## config.mk

```make
export PLATFORM = sky130hd
export DESIGN_NAME = pipe_stage_skid
export DESIGN_NICKNAME = d
export VERILOG_FILES = /design/src/rtl/pipe_pkg.sv /design/src/rtl/pipe_slot.sv /design/src/rtl/pipe_stage_skid.sv
export SDC_FILE = /design/constraint.sdc
export NUM_CORES = 1
export LEC_CHECK = 0
export ABC_CLOCK_PERIOD_IN_PS = 2050
export BUFFER_PORTS_ARGS = -buffer_cell sky130_fd_sc_hd__buf_2
export CAP_MARGIN = 20
export CORE_ASPECT_RATIO = 1.25
export CORE_MARGIN = 5
export CORE_UTILIZATION = 30
export CTS_BUF_LIST = sky130_fd_sc_hd__clkbuf_8
export DETAILED_ROUTE_END_ITERATION = 8
export HOLD_SLACK_MARGIN = 0.05
export SYNTH_ARGS = -nofsm -noshare
export SYNTH_HDL_FRONTEND = slang
export SYNTH_SLANG_ARGS = --single-unit
```

## constraint.sdc

```tcl
create_clock -name clk_i -period 2.05 [get_ports clk_i]
set_input_delay 0.1025 -clock clk_i [delete_from_list [all_inputs] [get_ports clk_i]]
set_output_delay 0.1025 -clock clk_i [all_outputs]
set_load 0.01 [all_outputs]
```

## src/rtl/pipe_pkg.sv

```systemverilog
// pipe_pkg: shared widths for the skid-buffered pipeline stage.
package pipe_pkg;
    localparam int DATA_W_DEF = 32;
    localparam int CTRL_W_DEF = 8;
    localparam int LEVEL_W    = 2;
endpackage

```

## src/rtl/pipe_slot.sv

```systemverilog
// pipe_slot: one instruction holding register (valid + ctrl + data) with load/clear.
module pipe_slot #(
    parameter int CTRL_W = 8,
    parameter int DATA_W = 32
) (
    input  logic              clk_i,
    input  logic              rst_i,
    input  logic              clr_i,
    input  logic              ld_i,
    input  logic [CTRL_W-1:0] ctrl_i,
    input  logic [DATA_W-1:0] data_i,
    output logic              valid_o,
    output logic [CTRL_W-1:0] ctrl_o,
    output logic [DATA_W-1:0] data_o
);
    logic              valid_q, valid_d;
    logic [CTRL_W-1:0] ctrl_q, ctrl_d;
    logic [DATA_W-1:0] data_q, data_d;

    // clear beats load so a flush always wins over a same-cycle transfer
    always_comb begin
        valid_d = clr_i ? 1'b0 : (ld_i ? 1'b1 : valid_q);
        ctrl_d  = clr_i ? '0 : (ld_i ? ctrl_i : ctrl_q);
        data_d  = clr_i ? '0 : (ld_i ? data_i : data_q);
    end

    always_ff @(posedge clk_i) begin
        if (rst_i) begin
            valid_q <= 1'b0;
            ctrl_q  <= '0;
            data_q  <= '0;
        end else begin
            valid_q <= valid_d;
            ctrl_q  <= ctrl_d;
            data_q  <= data_d;
        end
    end

    assign valid_o = valid_q;
    assign ctrl_o  = ctrl_q;
    assign data_o  = data_q;
endmodule

```

## src/rtl/pipe_stage_skid.sv

```systemverilog
// pipe_stage_skid: pipeline register with a skid slot so in_ready_o is fully registered.
module pipe_stage_skid
    import pipe_pkg::*;
#(
    parameter int DATA_W = DATA_W_DEF,
    parameter int CTRL_W = CTRL_W_DEF
) (
    input  logic               clk_i,
    input  logic               rst_i,
    input  logic               in_valid_i,
    output logic               in_ready_o,
    input  logic [CTRL_W-1:0]  in_ctrl_i,
    input  logic [DATA_W-1:0]  in_data_i,
    output logic               out_valid_o,
    input  logic               out_ready_i,
    output logic [CTRL_W-1:0]  out_ctrl_o,
    output logic [DATA_W-1:0]  out_data_o,
    input  logic               flush_i,
    output logic [LEVEL_W-1:0] level_o
);
    logic              main_v, skid_v, in_fire, out_fire;
    logic              main_ld, main_clr, skid_ld, skid_clr;
    logic [CTRL_W-1:0] main_ctrl, skid_ctrl, main_ctrl_src;
    logic [DATA_W-1:0] main_data, skid_data, main_data_src;

    assign in_ready_o = ~skid_v & ~rst_i;
    assign in_fire    = in_valid_i & in_ready_o;
    assign out_fire   = main_v & out_ready_i;

    // in_fire implies an empty skid, so the skid source only matters when refilling main from it
    always_comb begin
        main_ld       = (skid_v & out_fire) | (in_fire & (~main_v | out_fire));
        main_clr      = flush_i | (out_fire & ~skid_v & ~in_fire);
        main_ctrl_src = skid_v ? skid_ctrl : in_ctrl_i;
        main_data_src = skid_v ? skid_data : in_data_i;
        skid_ld       = in_fire & main_v & ~out_fire;
        skid_clr      = flush_i | (skid_v & out_fire);
    end

    pipe_slot #(.CTRL_W(CTRL_W), .DATA_W(DATA_W)) u_main (
        .clk_i   (clk_i),
        .rst_i   (rst_i),
        .clr_i   (main_clr),
        .ld_i    (main_ld),
        .ctrl_i  (main_ctrl_src),
        .data_i  (main_data_src),
        .valid_o (main_v),
        .ctrl_o  (main_ctrl),
        .data_o  (main_data)
    );

    pipe_slot #(.CTRL_W(CTRL_W), .DATA_W(DATA_W)) u_skid (
        .clk_i   (clk_i),
        .rst_i   (rst_i),
        .clr_i   (skid_clr),
        .ld_i    (skid_ld),
        .ctrl_i  (in_ctrl_i),
        .data_i  (in_data_i),
        .valid_o (skid_v),
        .ctrl_o  (skid_ctrl),
        .data_o  (skid_data)
    );

    assign out_valid_o = main_v;
    assign out_data_o  = main_data;
    assign out_ctrl_o  = main_v ? main_ctrl : '0;
    assign level_o     = LEVEL_W'(main_v) + LEVEL_W'(skid_v);
endmodule
```

==> results of run 1 <==
[sequential cells by signal (all words and copies together) (netlist names)]
signal          cells
u_skid.ctrl_o       8
u_main.data_o      32
u_skid.valid_o      1
u_skid.data_o      32
u_main.ctrl_o       8
u_main.valid_o      1
[synthesized netlist by cell type (all sizes together)]
| library cell | n |
|---|---|
| dfxtp | 82 |
| a21oi | 41 |
| inv | 41 |
| o21ai | 41 |
| a211oi | 40 |
| a221oi | 40 |
| mux2 | 40 |
| nand3 | 40 |
| buf | 34 |
| clkbuf | 19 |
| and2 | 8 |
| nor2 | 5 |
| nand2b | 2 |
| a22o | 1 |
| ha | 1 |
| nand2 | 1 |
| nor2b | 1 |
| nor3b | 1 |
| o31ai | 1 |
| or2 | 1 |
| or3b | 1 |
[critical path, stage by stage (launching register included)]
cell,delay [ps]
dfxtp_2,430
or2_2,350
buf_4,320
a221oi_1,450
a211oi_2,80
[how the worst max path moves through the flow]
stage,slack (ps),from,cells past startpoint,endpoint
floorplan,550,u_skid.valid_o$_SDFFE_PP0P_,5,u_main.ctrl_o[7]$_SDFFE_PP0P_
global placement,350,u_skid.valid_o$_SDFFE_PP0P_,4,u_main.ctrl_o[0]$_SDFFE_PP0P_
detailed placement,280,u_skid.valid_o$_SDFFE_PP0P_,4,u_main.data_o[4]$_SDFFE_PP0P_
CTS,270,u_skid.valid_o$_SDFFE_PP0P_,4,u_main.data_o[4]$_SDFFE_PP0P_
global route,140,u_skid.valid_o$_SDFFE_PP0P_,4,u_main.data_o[8]$_SDFFE_PP0P_
finish,290,u_skid.valid_o$_SDFFE_PP0P_,4,u_main.data_o[4]$_SDFFE_PP0P_
[metrics by stage]
step	hold WS (ps)	instance area, µm²
floorplan	248	4270
global route	139	5510
CTS	116	5510
detailed placement	380	4870
global placement	367	4870
finish	124	5510
[power by group through the flow]
stage / registers [W] / logic (W) / clock network (W)
CTS: 0.00164 / 0.000464 / 0.00144
global route: 0.00164 / 0.000501 / 0.00151
detailed placement: 0.00167 / 0.000403 / 0
floorplan: 0.00168 / 0.000244 / 0
global placement: 0.00167 / 0.000396 / 0
finish: 0.00164 / 0.000459 / 0.00141
[metal layers]
metal,vias to the layer above,GRT usage (%),routed length [µm]
met4,0,6.46,261
met5,-,0,0
met1,1811,18.5,5270
met2,101,27.3,6310
li1,1826,-,-
met3,17,2.82,721
[cell type report]
| type | count | share of cell area (%) |
|---|---|---|
| multi-input combinational | 265 | 40.9 |
| clock inverter | 7 | 2.00 |
| inverter | 41 | 2.79 |
| timing repair buffer | 145 | 18.3 |
| clock buffer | 9 | 2.25 |
| sequential | 82 | 29.8 |
| tap | 175 | 3.98 |
[layout by cell type (no fill, tap or decap), types with 9 or more instances in the layout]
cell and count:
buf_2 88, dfxtp_1 81, inv_1 42, a21oi_1 41, mux2_1 40, a211oi_2 40
nand3_1 40, o21ai_1 40, dlygate4sd3_1 40, a221oi_2 22, a221oi_1 18, buf_4 14
clkbuf_8 9
[cell families after synthesis]
group	count (synthesis)	synth area share, %
fa+ha+maj	1	0.293
buf+inv	94	9.81
flops	82	38.4
mux	40	10.5
simple gates	60	7.47
compound gates	164	33.5
==> summary.txt, run 1 <==
Status
  – Status: finished, final reports clean

Route
  – Initial DRC Count: 160
  – Drt wl/cell: 17.3 µm
  – Vias per cell: 5.19
  – Vias: 3755
  – First-pass DRT Iterations: 5
  – # DRC: 0
  – Total Wirelength: 12600 µm
  – DRT antenna net count: 0

Finish
  – Layout Cells excl Fill: 724
  – Layout Utilization: 39.7%
  – Final nets: 590
  – Share of layout cells above drive strength 1: 35.0%
  – Reg area: 1640 µm²
  – Layout filler cell count: 1355
  – Area Growth Syn to Fin: 28.9%
  – Multi-input gate area: 2250 µm²
  – Diode count: 0

GRT
  – Number of global-route vias before repair: 3999
  – Global-route usage over all layers: 15.6%
  – Global-route wire length before repair: 20400 µm
  – GRT Residual Overflow: 0
  – Largest net degree at the start of global routing: 41
  – Initial antenna violation count: 0

Pwr
  – Max VDD drop: 0.264 mV
  – Seq pwr share: 46.6%
  – Int Pwr: 0.00262 W
  – Switching pwr: 0.000892 W
  – Clock network fraction of design power: 40.3%
  – P per Cell Area: 637 nW/µm²
  – Overall power: 0.00351 W
  – Sw Ratio: 25.4%
  – Part of the power in combinational logic: 13.1%
  – Pleak: 1.92 nW

Clock tree
  – Clock Tree Root: clkbuf_8
  – Total CTS buffers: 9
  – Reg clk slew, reported paths: 90 ps
  – CTS tree: done
  – Sinks on Clock Net: 82
  – Post-CTS Setup Repair Bufs: 0
  – Worst-Skew Late Latency: 370 ps
  – Post-CTS Hold Buffers: 40
  – Clock Path Buffers: 2
  – H-tree depth: 3
  – Post-cts resize count: 0

Floorplanning
  – Core ar.: 13900 µm²
  – Initial Utilization: 30.8%
  – Die span in x: 117 µm
  – Num ports: 89
  – DIE AREA: 16700 µm²
  – Rows: 48
  – Die height: 143 µm

Worst setup path
  – Kind of end point of the critical path: flop
  – Flop-to-flop setup slack: 290 ps
  – Critical Setup Path Class: reg2reg
  – R2r startpoint: u_skid.valid_o$_SDFFE_PP0P_
  – Reg2Reg Depth: 4
  – FF-to-FF End: u_main.data_o[4]$_SDFFE_PP0P_
  – Worst path arrival time: 2000 ps
  – Crit path max fanout: 40
  – CP startpoint kind: flop
  – Worst EP required: 2290 ps

Place
  – IO Port Bufs: 88
  – Place WS: 278 ps
  – Dpl hpwl: 8240 µm
  – GPL Wtd Cong: 0.724
  – Cells after DPL: 668

Synthesis
  – Post-synth top area cell: dfxtp_1
  – Post-Syn Area per Cell: 9.69 µm²
  – Yosys synthesis warning count: 0
  – Syn nets: 487
  – Area contributors post-synth: dfxtp_1, a211oi_2, mux2_1
  – Post-synthesis sequential area ratio: 38.4%
  – Netlist cell types: 25
  – Register bit count reported by yosys: 82
  – Syn Inst Count: 441
  – Cell area after synthesis: 4270 µm²
  – Top-area cell type share of the netlist area: 38.4%

Timing
  – Hold Vio Cnt, Final: 0
  – Clock skew: 7.94 ps
  – Post-layout min period: 1760 ps
  – Tcrit/Tclk final: 86.0%
  – RSZ-0062 raised after global routing: no
  – Slew headroom: 39.5%
  – Pins Over Slew Limit: 0
  – Worst path setup slack after routing: 288 ps
  – Actual slew at the worst max-slew pin: 908 ps
  – Setup violators final: 0
  – Setup tns final: 0 ps
  – Fmax: 567 MHz

Run
  – Max-cap check violation count: 0

Worst hold path
  – Worst hold path class: in2reg
  – Hold Path Sink: u_skid.data_o[31]$_SDFFE_PP0P_
  – Hold Path Depth: 4
  – Min-delay src: rst_i
Note: power is estimated with default switching activity, not from simulation.
==> run 2, diff against run 1 <==
Settings changed: ABC_CLOCK_PERIOD_IN_PS 2050 to 1800, PLACE_DENSITY set to 0.52.
Clock period 2.05 ns to 1.8 ns, I/O delays scaled along.
==> run 2 against run 1 <==
Critical path depth decreased by 1; global-route usage decreased by 0.26 points; register-to-register slack got worse by 210 ps; critical endpoint unchanged.
==> summary.txt, run 2 (same netlist as run 1, synthesis figures left out) <==
Status
  – Status: finished, final reports clean

Place
  – DP Area: 4960 µm² (+1.7%)
  – GPL Wtd Cong: 0.751 (+3.8%)
  – IO Port Bufs: 88 (unchanged)
  – Dpl hpwl: 8420 µm (+2.2%)

Clock tree
  – Reg clk slew, reported paths: 100 ps (about the same)
  – Clock Path Buffers: 2 (unchanged)
  – Sinks on Clock Net: 82 (unchanged)
  – Worst-Skew Late Latency: 360 ps (about the same)
  – Post-CTS Setup Repair Bufs: 0 (unchanged)
  – Clock Tree Root: clkbuf_8
  – Total CTS buffers: 9 (unchanged)
  – CTS tree: done
  – H-tree depth: 3 (unchanged)

GRT
  – Largest net degree at the start of global routing: 43 (+4.9%)
  – Global-route wire length before repair: 20300 µm (-0.54%)
  – GRT Residual Overflow: 0 (unchanged)
  – Global-route usage over all layers: 15.3% (-0.26 points)
  – Number of global-route vias before repair: 3830 (-4.2%)
  – Initial antenna violation count: 0 (unchanged)

Timing
  – Slew headroom: 54.4% (+15 points)
  – Pins Over Slew Limit: 0 (unchanged)
  – Setup violators final: 0 (unchanged)
  – RSZ-0062 raised after global routing: no
  – Setup tns final: 0 ps (unchanged)
  – Fmax: 581 MHz (+2.3%)
  – Clock skew: 10.6 ps (+2.64 ps)
  – Post-layout min period: 1720 ps (-40.2 ps)
  – Tcrit/Tclk final: 95.7% (+9.7 points)
  – Actual slew at the worst max-slew pin: 683 ps (-225 ps)
  – Hold Vio Cnt, Final: 0 (unchanged)

Route
  – Initial DRC Count: 155 (-3.1%)
  – Vias per cell: 5.22 (+0.58%)
  – Total Wirelength: 12600 µm (+0.68%)
  – Vias: 3808 (+1.4%)
  – First-pass DRT Iterations: 4 (-1)
  – # DRC: 0 (unchanged)
  – DRT antenna net count: 0 (unchanged)
  – Drt wl/cell: 17.3 µm (-0.14%)

Pwr
  – Part of the power in combinational logic: 14.1% (+1.0 points)
  – Pleak: 1.94 nW (+0.79%)
  – Clock network fraction of design power: 36.8% (-3.5 points)
  – Seq pwr share: 49.2% (+2.6 points)
  – Switching pwr: 0.00106 W (+19%)
  – Max VDD drop: 0.375 mV (+42%)
  – Int Pwr: 0.00273 W (+4.2%)
  – P per Cell Area: 681 nW/µm² (+7.0%)
  – Sw Ratio: 28.1% (+2.7 points)

Worst setup path
  – Crit path max fanout: 40 (unchanged)
  – CP startpoint kind: flop
  – Kind of end point of the critical path: flop
  – Worst path arrival time: 2000 ps (about the same)
  – Critical Setup Path Class: reg2reg
  – CP max-delay cell: a22o_4
  – Maximum single-stage delay on the critical path: 520 ps (+70 ps)
  – Worst EP required: 2080 ps (-210 ps)
  – CP cell instances: or2_2 > a22o_4 > a211oi_2

Finish
  – Layout filler cell count: 1366 (+0.81%)
  – Area Growth Syn to Fin: 30.2%
  – Design Area, Final: 5560 µm² (+0.95%)
  – Most frequent cells in the layout: buf_2, dfxtp_1, a21oi_1
  – Share of layout cells above drive strength 1: 36.0% (+1.1 points)
  – Multi-input gate area: 2250 µm² (unchanged)
  – Commonest non-fill, non-tap cell in the layout: buf_2
  – Final nets: 596 (+1.0%)
  – Diode count: 0 (unchanged)
  – Reg area: 1650 µm² (+0.15%)

Floorplanning
  – Die span in x: 117 µm (unchanged)
  – Num ports: 89 (unchanged)
  – DIE AREA: 16700 µm² (unchanged)
  – Core ar.: 13900 µm² (unchanged)
  – Initial Utilization: 30.8% (unchanged)
  – Rows: 48 (unchanged)
  – Die height: 143 µm (unchanged)

Worst hold path
  – Worst hold path class: in2reg

Run
  – Max-cap check violation count: 0 (unchanged)
-- run 2: changes by cell type in the layout (fill, tap and decap cells not counted), sizes merged --
cell,change
buf,+6
clkinvlp,+3
bufinv,-2
inv,-1
-- run 2: power by group through the flow --
| stage | Clock, W | Sequential (W) | Combinational [W] |
|---|---|---|---|
| 2_1_floorplan | 0 | 0.00192 | 0.000278 |
| 3_3_place_gp | 0 | 0.00191 | 0.000465 |
| 3_5_place_dp | 0 | 0.00191 | 0.000471 |
| 4_1_cts | 0.00142 | 0.00186 | 0.000540 |
| 5_1_grt | 0.00149 | 0.00187 | 0.000580 |
| 6_report | 0.00139 | 0.00186 | 0.000534 |
-- run 2: cell type report --
type	instances	area share [%]
repair buffers	151	19.6
clock buffers	9	2.23
inverters	41	2.77
multi-input cells	265	40.5
clock inverters	7	1.40
flip-flops and latches	82	29.6
well taps	175	3.94
-- run 2: timing repair --
item	in CTS	in global routing
resized for setup	0	1
setup endpoints to repair	0	3
endpoints found under the hold margin	40	0
hold buffers	40	0
-- run 2: per-layer routing --
layer	global-route usage (%)	vias up	part of all wire, %
met4	5.98	0	1.8
met2	24.5	80	48
met1	20.4	1860	46
li1	-	1850	-
met3	2.74	18	4.7
met5	0	-	0
-- run 2: worst max-delay path: cells and delay by family (launching register included) --
| kind | cells | cell delay [ps] |
|---|---|---|
| AOI/OAI and AO/OA | 2 | 820 |
| DFF | 1 | 400 |
| and+or+nand+nor | 1 | 400 |
-- run 2: path summary, 6_finish.rpt --
kind                                                    start                        endpoint  slack, ps  depth (start not counted)
worst min-delay path                                  flush_i  u_skid.data_o[23]$_SDFFE_PP0P_        310                          5
worst min register to register  u_main.ctrl_o[1]$_SDFFE_PP0P_   u_main.ctrl_o[1]$_SDFFE_PP0P_        470                          2
worst max-delay path              u_skid.valid_o$_SDFFE_PP0P_   u_main.data_o[4]$_SDFFE_PP0P_         80                          3
worst max register to register    u_skid.valid_o$_SDFFE_PP0P_   u_main.data_o[4]$_SDFFE_PP0P_         80                          3
-- run 2: per-stage QoR --
step | power (W) | hold WS (ps) | setup slack (ps) | util (%) | std cells
2_1_floorplan | 0.00219 | 223 | 296 | - | 441
3_3_place_gp | 0.00237 | 356 | 126 | 35.7 | 674
3_5_place_dp | 0.00238 | 363 | 67.1 | 35.7 | 674
4_1_cts | 0.00383 | 291 | 49.3 | 40.1 | 730
5_1_grt | 0.00394 | 322 | 10.4 | 40.1 | 730
6_report | 0.00379 | 311 | 77.9 | 40.1 | 730
==> run 3, diff against run 2 <==
Settings changed: RECOVER_POWER set to 100.
==> run 3 against run 2 <==
Flip-flop and latch count stayed put; fmax up 0.82%; sequential share of layout area is 1.2 points higher; clock skew increased by 2.0 ps; combinational power fell by 7.3%; worst setup slack better by 14 ps; cell count stayed put; routed wire length is 0.79% higher; sequential power about the same; worst hold slack worse by 25 ps; non-clock buffer count did not move; critical path type unchanged; critical endpoint is now u_main.ctrl_o[3]$_SDFFE_PP0P_; highest routed layer unchanged.
==> summary.txt, run 3 (same netlist as run 1, synthesis figures left out) <==
Floorplanning
  – DIE AREA: 16700 µm² (unchanged)
  – Die height: 143 µm (unchanged)
  – Rows: 48 (unchanged)
  – Initial Utilization: 30.8% (unchanged)
  – Core ar.: 13900 µm² (unchanged)
  – Num ports: 89 (unchanged)
  – Die span in x: 117 µm (unchanged)

Timing
  – RSZ-0062 raised after global routing: no
  – Clock skew: 12.5 ps (+1.97 ps)
  – Actual slew at the worst max-slew pin: 519 ps (-164 ps)
  – Tcrit/Tclk final: 94.9% (-0.78 points)
  – Fmax: 585 MHz (+0.82%)
  – Setup violators final: 0 (unchanged)
  – Hold Vio Cnt, Final: 0 (unchanged)
  – Worst path setup slack after routing: 91.9 ps (+14.0 ps)
  – Slew headroom: 65.4% (+11 points)
  – Pins Over Slew Limit: 0 (unchanged)
  – Post-layout min period: 1710 ps (-14.0 ps)
  – Setup tns final: 0 ps (unchanged)

Finish
  – Layout Utilization: 38.5% (-1.6 points)
  – Share of layout cells above drive strength 1: 24.0% (-12 points)
  – Most frequent cells in the layout: dfxtp_1, buf_2, a21oi_1
  – Design Area, Final: 5340 µm² (-4.0%)
  – Commonest non-fill, non-tap cell in the layout: dfxtp_1
  – Diode count: 0 (unchanged)
  – Layout filler cell count: 1407 (+3.0%)
  – Area Growth Syn to Fin: 25.0%
  – Final nets: 596 (unchanged)

Clock tree
  – Clock Path Buffers: 2 (unchanged)
  – Total CTS buffers: 9 (unchanged)
  – Reg clk slew, reported paths: 90 ps (about the same)
  – Clock Tree Root: clkbuf_8
  – Sinks on Clock Net: 82 (unchanged)
  – CTS tree: done
  – H-tree depth: 3 (unchanged)
  – Worst-Skew Late Latency: 370 ps (about the same)

GRT
  – Global-route usage over all layers: 15.3% (unchanged)
  – Initial antenna violation count: 0 (unchanged)
  – Largest net degree at the start of global routing: 43 (unchanged)
  – Global-route wire length before repair: 20300 µm (unchanged)
  – GRT Residual Overflow: 0 (unchanged)
  – Number of global-route vias before repair: 3830 (unchanged)

Route
  – Vias per cell: 5.18 (-0.60%)
  – Drt wl/cell: 17.5 µm (+0.79%)
  – Total Wirelength: 12700 µm (+0.79%)
  – # DRC: 0 (unchanged)
  – Initial DRC Count: 165 (+6.5%)
  – DRT antenna net count: 0 (unchanged)
  – Vias: 3785 (-0.60%)
  – First-pass DRT Iterations: 4 (unchanged)

Worst setup path
  – Critical Setup Path Class: reg2reg
  – CP cell instances: or2_2 > clkbuf_4 > a221oi_1 > a211oi_2
  – Worst path arrival time: 1940 ps (-60 ps)
  – Worst EP required: 2030 ps (-50 ps)
  – Maximum single-stage delay on the critical path: 430 ps (-90 ps)
  – Bufs and invs on worst path: 1 (+1)
  – CP max-delay cell: a221oi_1
  – CP startpoint kind: flop
  – Kind of end point of the critical path: flop
  – Crit path max fanout: 15 (-63%)
  – Top Family by Delay on Critical Path: compound AO/OA/AOI/OAI gates

Pwr
  – P per Cell Area: 702 nW/µm² (+3.1%)
  – Pleak: 1.74 nW (-10%)
  – Max VDD drop: 0.377 mV (+0.53%)

Status
  – Status: finished, final reports clean

Place
  – Dpl hpwl: 8420 µm (unchanged)
  – IO Port Bufs: 88 (unchanged)
  – DP Area: 4960 µm² (unchanged)
  – Place WS: 67.1 ps (unchanged)
  – GPL Wtd Cong: 0.751 (unchanged)

Run
  – Max-cap check violation count: 0 (unchanged)

Worst hold path
  – Worst hold path class: in2reg
-- run 3: path summary, 6_finish.rpt --
path | slack [ps] | start | cells past startpoint | to
worst min-delay path | 290 | flush_i | 5 | u_main.ctrl_o[4]$_SDFFE_PP0P_
worst min register to register | 460 | u_main.ctrl_o[1]$_SDFFE_PP0P_ | 2 | u_main.ctrl_o[1]$_SDFFE_PP0P_
worst max register to register | 90 | u_skid.valid_o$_SDFFE_PP0P_ | 4 | u_main.ctrl_o[3]$_SDFFE_PP0P_
worst max-delay path | 90 | u_skid.valid_o$_SDFFE_PP0P_ | 4 | u_main.ctrl_o[3]$_SDFFE_PP0P_
-- run 3: worst register-to-register path, cell delays in order, from the launching register on --
cell	delay [ps]
dfxtp_4	400
or2_2	400
clkbuf_4	270
a221oi_1	430
a211oi_2	80
-- run 3: what timing repair did --
| action | in CTS | in global routing |
|---|---|---|
| resized for setup | 0 | 1 |
| hold buffers | 40 | 0 |
| hold endpoints to repair | 40 | 0 |
| setup endpoints to repair | 0 | 3 |
| setup buffers | 0 | 0 |
-- run 3: metal layers --
| metal | part of all wire, % | track usage [%] | up-vias |
|---|---|---|---|
| met5 | 0 | 0 | - |
| met4 | 1.8 | 5.98 | 0 |
| met3 | 4.8 | 2.74 | 18 |
| met2 | 48 | 24.5 | 82 |
| met1 | 46 | 20.4 | 1843 |
| li1 | - | - | 1842 |
-- run 3: stage by stage --
stage,instances,power (W),hold WS (ps)
3_3_place_gp,674,0.00237,356
2_1_floorplan,441,0.00219,223
4_1_cts,730,0.00383,291
3_5_place_dp,674,0.00238,363
6_report,730,0.00375,286
5_1_grt,730,0.00390,306
-- run 3: area by class of cell --
cell class	count	area (µm²)	area share [%]
inverter	41	154	2.88
sequential	82	1650	30.8
clock buffer	9	124	2.32
timing repair buffer	151	1010	19.0
tap	175	219	4.10
multi-input combinational	265	2110	39.5
clock inverter	7	77.6	1.45
-- run 3: report_power, final --
group          internal (W)  leakage (nW)  switching [W]
clock              0.000647        0.0881       0.000744
sequential          0.00185         0.665      0.0000186
combinational      0.000213         0.988       0.000282
